<file path="src/rtl/spi_master.sv">
// SPI master (CPOL=0) that sends one frame of rd_addr, wr_addr and tx_data,
// each field MSB first, and captures the last DATA_WIDTH received bits into
// rx_data. SCLK half-period is CLK_DIV spi_clk_iob cycles.
// Optional build macro SPI_MASTER_LOOPBACK_EN: when defined, the receive path
// samples the master's own spi_mosi instead of spi_miso.
module spi_master #(
   parameter int DATA_WIDTH    = 32,
   parameter int RD_ADDR_WIDTH = 4,
   parameter int WR_ADDR_WIDTH = 4,
   parameter int CLK_DIV       = 2
) (
   input  logic                     spi_clk_iob,
   input  logic                     reset_n,
   input  logic                     start,
   input  logic [RD_ADDR_WIDTH-1:0] rd_addr,
   input  logic [WR_ADDR_WIDTH-1:0] wr_addr,
   input  logic [DATA_WIDTH-1:0]    tx_data,
   input  logic                     spi_miso,
   output logic                     busy,
   output logic                     done,
   output logic [DATA_WIDTH-1:0]    rx_data,
   output logic                     spi_sclk,
   output logic                     spi_cs_n,
   output logic                     spi_mosi
);

   localparam int FRAME_BITS = RD_ADDR_WIDTH + WR_ADDR_WIDTH + DATA_WIDTH;
   localparam int HALF_W     = $clog2(CLK_DIV + 1);
   localparam int BIT_W      = $clog2(FRAME_BITS + 1);
   localparam logic [HALF_W-1:0] HALF_LAST = HALF_W'(CLK_DIV - 1);
   localparam logic [HALF_W-1:0] HALF_ONE  = HALF_W'(1);
   localparam logic [BIT_W-1:0]  BIT_LAST  = BIT_W'(FRAME_BITS - 1);
   localparam logic [BIT_W-1:0]  BIT_ONE   = BIT_W'(1);

   typedef enum logic [2:0] {IDLE, SETUP, SHIFT, HOLD, GAP} state_t;

   state_t                  state_q;
   logic [HALF_W-1:0]       halfCnt_q;
   logic [BIT_W-1:0]        bitCnt_q;
   logic [FRAME_BITS-1:0]   frame_q;
   logic [DATA_WIDTH-1:0]   rxShift_q;
   logic [DATA_WIDTH-1:0]   rxData_q;
   logic                    busy_q;
   logic                    done_q;
   logic                    sclk_q;
   logic                    csN_q;
   logic                    mosi_q;
   logic                    sampleBit;

`ifdef SPI_MASTER_LOOPBACK_EN
   assign sampleBit = mosi_q;
`else
   assign sampleBit = spi_miso;
`endif

   assign busy     = busy_q;
   assign done     = done_q;
   assign rx_data  = rxData_q;
   assign spi_sclk = sclk_q;
   assign spi_cs_n = csN_q;
   assign spi_mosi = mosi_q;

   // Frame sequencer: every output is a register updated alongside the state.
   always_ff @(posedge spi_clk_iob) begin
      if (!reset_n) begin
         state_q   <= IDLE;
         halfCnt_q <= '0;
         bitCnt_q  <= '0;
         frame_q   <= '0;
         rxShift_q <= '0;
         rxData_q  <= '0;
         busy_q    <= 1'b0;
         done_q    <= 1'b0;
         sclk_q    <= 1'b0;
         csN_q     <= 1'b1;
         mosi_q    <= 1'b0;
      end else begin
         done_q <= 1'b0;
         case (state_q)
            IDLE: begin
               if (start) begin
                  state_q   <= SETUP;
                  frame_q   <= {rd_addr, wr_addr, tx_data};
                  mosi_q    <= rd_addr[RD_ADDR_WIDTH-1];
                  csN_q     <= 1'b0;
                  busy_q    <= 1'b1;
                  halfCnt_q <= '0;
                  bitCnt_q  <= '0;
               end
            end
            SETUP: begin
               if (halfCnt_q == HALF_LAST) begin
                  state_q   <= SHIFT;
                  sclk_q    <= 1'b1;
                  halfCnt_q <= '0;
               end else begin
                  halfCnt_q <= halfCnt_q + HALF_ONE;
               end
            end
            SHIFT: begin
               if (sclk_q) begin
                  if (halfCnt_q == '0) begin
                     rxShift_q <= {rxShift_q[DATA_WIDTH-2:0], sampleBit};
                  end
                  if (halfCnt_q == HALF_LAST) begin
                     sclk_q    <= 1'b0;
                     halfCnt_q <= '0;
                     frame_q   <= {frame_q[FRAME_BITS-2:0], 1'b0};
                     mosi_q    <= frame_q[FRAME_BITS-2];
                  end else begin
                     halfCnt_q <= halfCnt_q + HALF_ONE;
                  end
               end else if (halfCnt_q == HALF_LAST) begin
                  halfCnt_q <= '0;
                  if (bitCnt_q == BIT_LAST) begin
                     state_q  <= HOLD;
                     mosi_q   <= 1'b0;
                     bitCnt_q <= '0;
                  end else begin
                     sclk_q   <= 1'b1;
                     bitCnt_q <= bitCnt_q + BIT_ONE;
                  end
               end else begin
                  halfCnt_q <= halfCnt_q + HALF_ONE;
               end
            end
            HOLD: begin
               if (halfCnt_q == HALF_LAST) begin
                  state_q   <= GAP;
                  csN_q     <= 1'b1;
                  done_q    <= 1'b1;
                  rxData_q  <= rxShift_q;
                  halfCnt_q <= '0;
               end else begin
                  halfCnt_q <= halfCnt_q + HALF_ONE;
               end
            end
            GAP: begin
               if (halfCnt_q == HALF_LAST) begin
                  state_q   <= IDLE;
                  busy_q    <= 1'b0;
                  halfCnt_q <= '0;
               end else begin
                  halfCnt_q <= halfCnt_q + HALF_ONE;
               end
            end
            default: begin
               state_q <= IDLE;
            end
         endcase
      end
   end

endmodule

</file>
<file path="config.mk">
export PLATFORM = sky130hd
export DESIGN_NAME = spi_master
export DESIGN_NICKNAME = d
export VERILOG_FILES = /design/src/rtl/spi_master.sv
export SDC_FILE = /design/constraint.sdc
export NUM_CORES = 1
export LEC_CHECK = 0
export ABC_AREA = 1
export BUFFER_PORTS_ARGS = -buffer_cell sky130_fd_sc_hd__buf_2
export CAP_MARGIN = 40
export CELL_PAD_IN_SITES_DETAIL_PLACEMENT = 1
export CELL_PAD_IN_SITES_GLOBAL_PLACEMENT = 2
export CORE_ASPECT_RATIO = 0.8
export CORE_MARGIN = 5
export CORE_UTILIZATION = 33
export CTS_BUF_LIST = sky130_fd_sc_hd__clkbuf_4 sky130_fd_sc_hd__clkbuf_8 sky130_fd_sc_hd__clkbuf_16
export CTS_CLUSTER_SIZE = 10
export DETAILED_ROUTE_END_ITERATION = 16
export HOLD_SLACK_MARGIN = 0.1
export PLACE_DENSITY_LB_ADDON = 0.1
export SYNTH_ARGS = -nofsm -noshare
export SYNTH_HDL_FRONTEND = slang
export SYNTH_SLANG_ARGS = --single-unit
</file>
<file path="constraint.sdc">
create_clock -name spi_clk_iob -period 3.5 [get_ports spi_clk_iob]
set_clock_uncertainty 0.1 [all_clocks]
set_input_delay 0.175 -clock spi_clk_iob [delete_from_list [all_inputs] [get_ports spi_clk_iob]]
set_output_delay 0.175 -clock spi_clk_iob [all_outputs]
set_load 0.005 [all_outputs]
</file>
==> reports/metrics.csv <==
metric,value,unit
Slew headroom,49.91,%
async set-reset flop share out of synthesis,0,%
Pint,0.003241,W
routability cong.,0.7737,
CTS root buf,clkbuf_16,
outcome,"finished, final reports clean",
sequential power share,35.5,%
Syn Area/Cell,6.716,um2
Worst Path Arrival,2.57,ns
post-route ant nets,0,
CTS resizes,0,
Psw,0.001796,W
dominant synthesized flop cell,dfxtp_1,
crit path launch,state_q[2]$_SDFFE_PN0P_,
Final setup violation count,0,
Critical Path End Type,flop,
H-tree depth,4,
setup_tns,0,ns
switching share of power,35.65,%
die area,17810,um2
Tmin final,2.364,ns
post-DR vias/cell,4.576,
total CTS buffers,17,
Core Region,14960,um2
largest net degree at the start of global routing,82,
WS Path Type,reg2reg,
GRT overflow,0,
row count,40,
max_cap viols,0,
"Net Count, Synth",793,
"area leader, netlist",dfxtp_1,
CTS tree,built,
Post-Layout Cell Count,1055,
RSZ-0062 raised after global routing,no,
Slew Limit Fails,0,
most frequent cells after synthesis,"nor2_1 (227), nand2_1 (154), dfxtp_1 (119), o21ai_0 (110), inv_1 (55)",
I/O pin cnt,81,
worst-path fanout max,76,
post-DP HPWL,8444,um
register area share after synthesis,47.42,%
DRC,0,
Synth Cell Area,5024,um2
Critical Path RT,3.71,ns
Worst-path clk slew,0.06,ns
"FF+latch count, synth",119,
Post-synth EDFFs,0,
share of the synthesized area in the top cell type,47.42,%
CTS max path bufs,2,
leakage,3.362,nW
Worst-Skew Late Latency,0.41,ns
ratio of cells with drive above 1 in the final layout,15.36,%
cell total after placement,982,
# clock sinks,119,
Port Buffers,80,
All-Layer GR Usage,15.61,%
WL final,13410,um
effective utilization at floorplan,33.57,%
count of different cell masters after synthesis,24,
yosys warns,0,
vias in the first global route,4918,
clock share of power,34.4,%
diode count,0,
Cell Pwr Density,771.3,nW/um2
final hold violations,0,
Hold WS,0.1571,ns
worst slew pin tran,0.7514,ns
nets,898,
wire length per cell,12.71,um
top-count cell post-synth,nor2_1,
cell count after synthesis,748,
Vias,4828,
Critical R2R Launch,state_q[2]$_SDFFE_PN0P_,
chip height,120.4,um
Die X,147.9,um
Worst VDD drop,393.1,uV
Comb power frac,30.1,%
Max Freq,423.0,MHz
worst hold start,rd_addr[3],
Hold Path Class,in2reg,
antenna violations before repair,0,
most area-consuming cells after synthesis,"dfxtp_1 (47%), nor2_1 (17%), nand2_1 (12%)",
Initial DRC Count,225,
post-CTS setup buffer count,0,
"Core Util, Final",43.65,%
period utilization,67.55,%
global-route wire length before repair,22920,um
Startpoint Class,flop,
drt first pass iters,4,
area grow syn2layout,30.01,%
[power by group through the flow]
| stage | clock, W | combinational, W | sequential (W) |
|---|---|---|---|
| floorplan | 0 | 0.00121 | 0.00178 |
| global placement | 0 | 0.00142 | 0.00181 |
| detailed placement | 0 | 0.00149 | 0.00182 |
| CTS | 0.00178 | 0.00154 | 0.00179 |
| global route | 0.00183 | 0.00179 | 0.00182 |
| finish | 0.00173 | 0.00152 | 0.00179 |
[kinds of logic after synthesis]
logic type      count (synthesis)  synth area share (%)
flops                         119                 47.42
compound gates                127                 12.85
simple gates                  398                 30.81
buf+inv                       102                 8.493
xor+xnor                        1                0.1744
fa+ha+maj                       1                0.2490
[cell type report]
class | instances | area (um2)
Inverter | 61 | 229.0
Timing Repair Buffer | 127 | 865.8
Sequential cell | 119 | 2382
Clock inverter | 12 | 126.4
Tap cell | 189 | 236.5
Fill cell | 1912 | 8433
Multi-Input combinational cell | 527 | 2231
Clock buffer | 20 | 460.4
[sequential cells by signal (all words and copies together), names as in the netlist]
signal     cells
bitCnt_q       6
busy           1
spi_cs_n       1
state_q        3
rxShift_q     32
spi_mosi       1
rx_data       32
done           1
spi_sclk       1
halfCnt_q      2
frame_q       39
[cells in the final DEF, fill, tap and decap left out, types with 2 or more instances in the layout]
cell	n
clkbuf_16	17
a21oi_1	14
nor2_2	2
dlygate4sd3_1	41
dfxtp_1	119
nor3_1	2
o21ai_0	110
buf_2	79
inv_2	6
nand4_1	2
nor3_4	2
clkbuf_8	2
buf_4	6
bufinv_16	2
nand3_1	7
clkinv_2	4
nor2_1	227
clkinvlp_4	5
inv_1	55
nand2_1	153
[metal layers]
layer / vias to the layer above / share of wire, % / wire [um] / global-route usage [%]
met5: - / 0 / 0 / 0
met4: 0 / 1.4 / 184 / 4.674
met3: 18 / 2.8 / 382 / 4.608
met2: 55 / 47 / 6240 / 25.64
met1: 2236 / 49 / 6598 / 19.94
li1: 2519 / - / - / -
[critical path, stage by stage (launching register included)]
cell and delay (ns):
dfxtp_1 0.38, nor2_4 0.19, nand2_2 0.29, o21ai_2 0.28, inv_2 0.06, o21ai_4 0.05
buf_4 0.61, nand2_1 0.14, nand2_1 0.09, nor2_1 0.05
[per-stage QoR]
step	cell area (um2)	setup slack [ns]	power (W)
after global placement	5519	1.234	0.003229
after floorplan	5024	2.014	0.002991
after detailed placement	5534	1.148	0.003309
after global routing	6531	0.8738	0.005452
final	6531	1.136	0.005037
after CTS	6531	1.126	0.005117
[final timing paths]
kind | end | slack, ns | cells after the start
max reg2reg | frame_q[14]$_SDFFE_PN0P_ | 1.14 | 9
min | spi_mosi$_SDFFE_PN0P_ | 0.16 | 7
min reg2reg | halfCnt_q[1]$_SDFFE_PN0P_ | 0.39 | 2
max | frame_q[14]$_SDFFE_PN0P_ | 1.14 | 9
[what timing repair did]
item                                    in CTS  in global routing
endpoints found under the hold margin       42                  0
hold buffers                                41                  0
endpoints found under the setup margin       0                  0
Note: power is estimated with default switching activity, not from simulation.
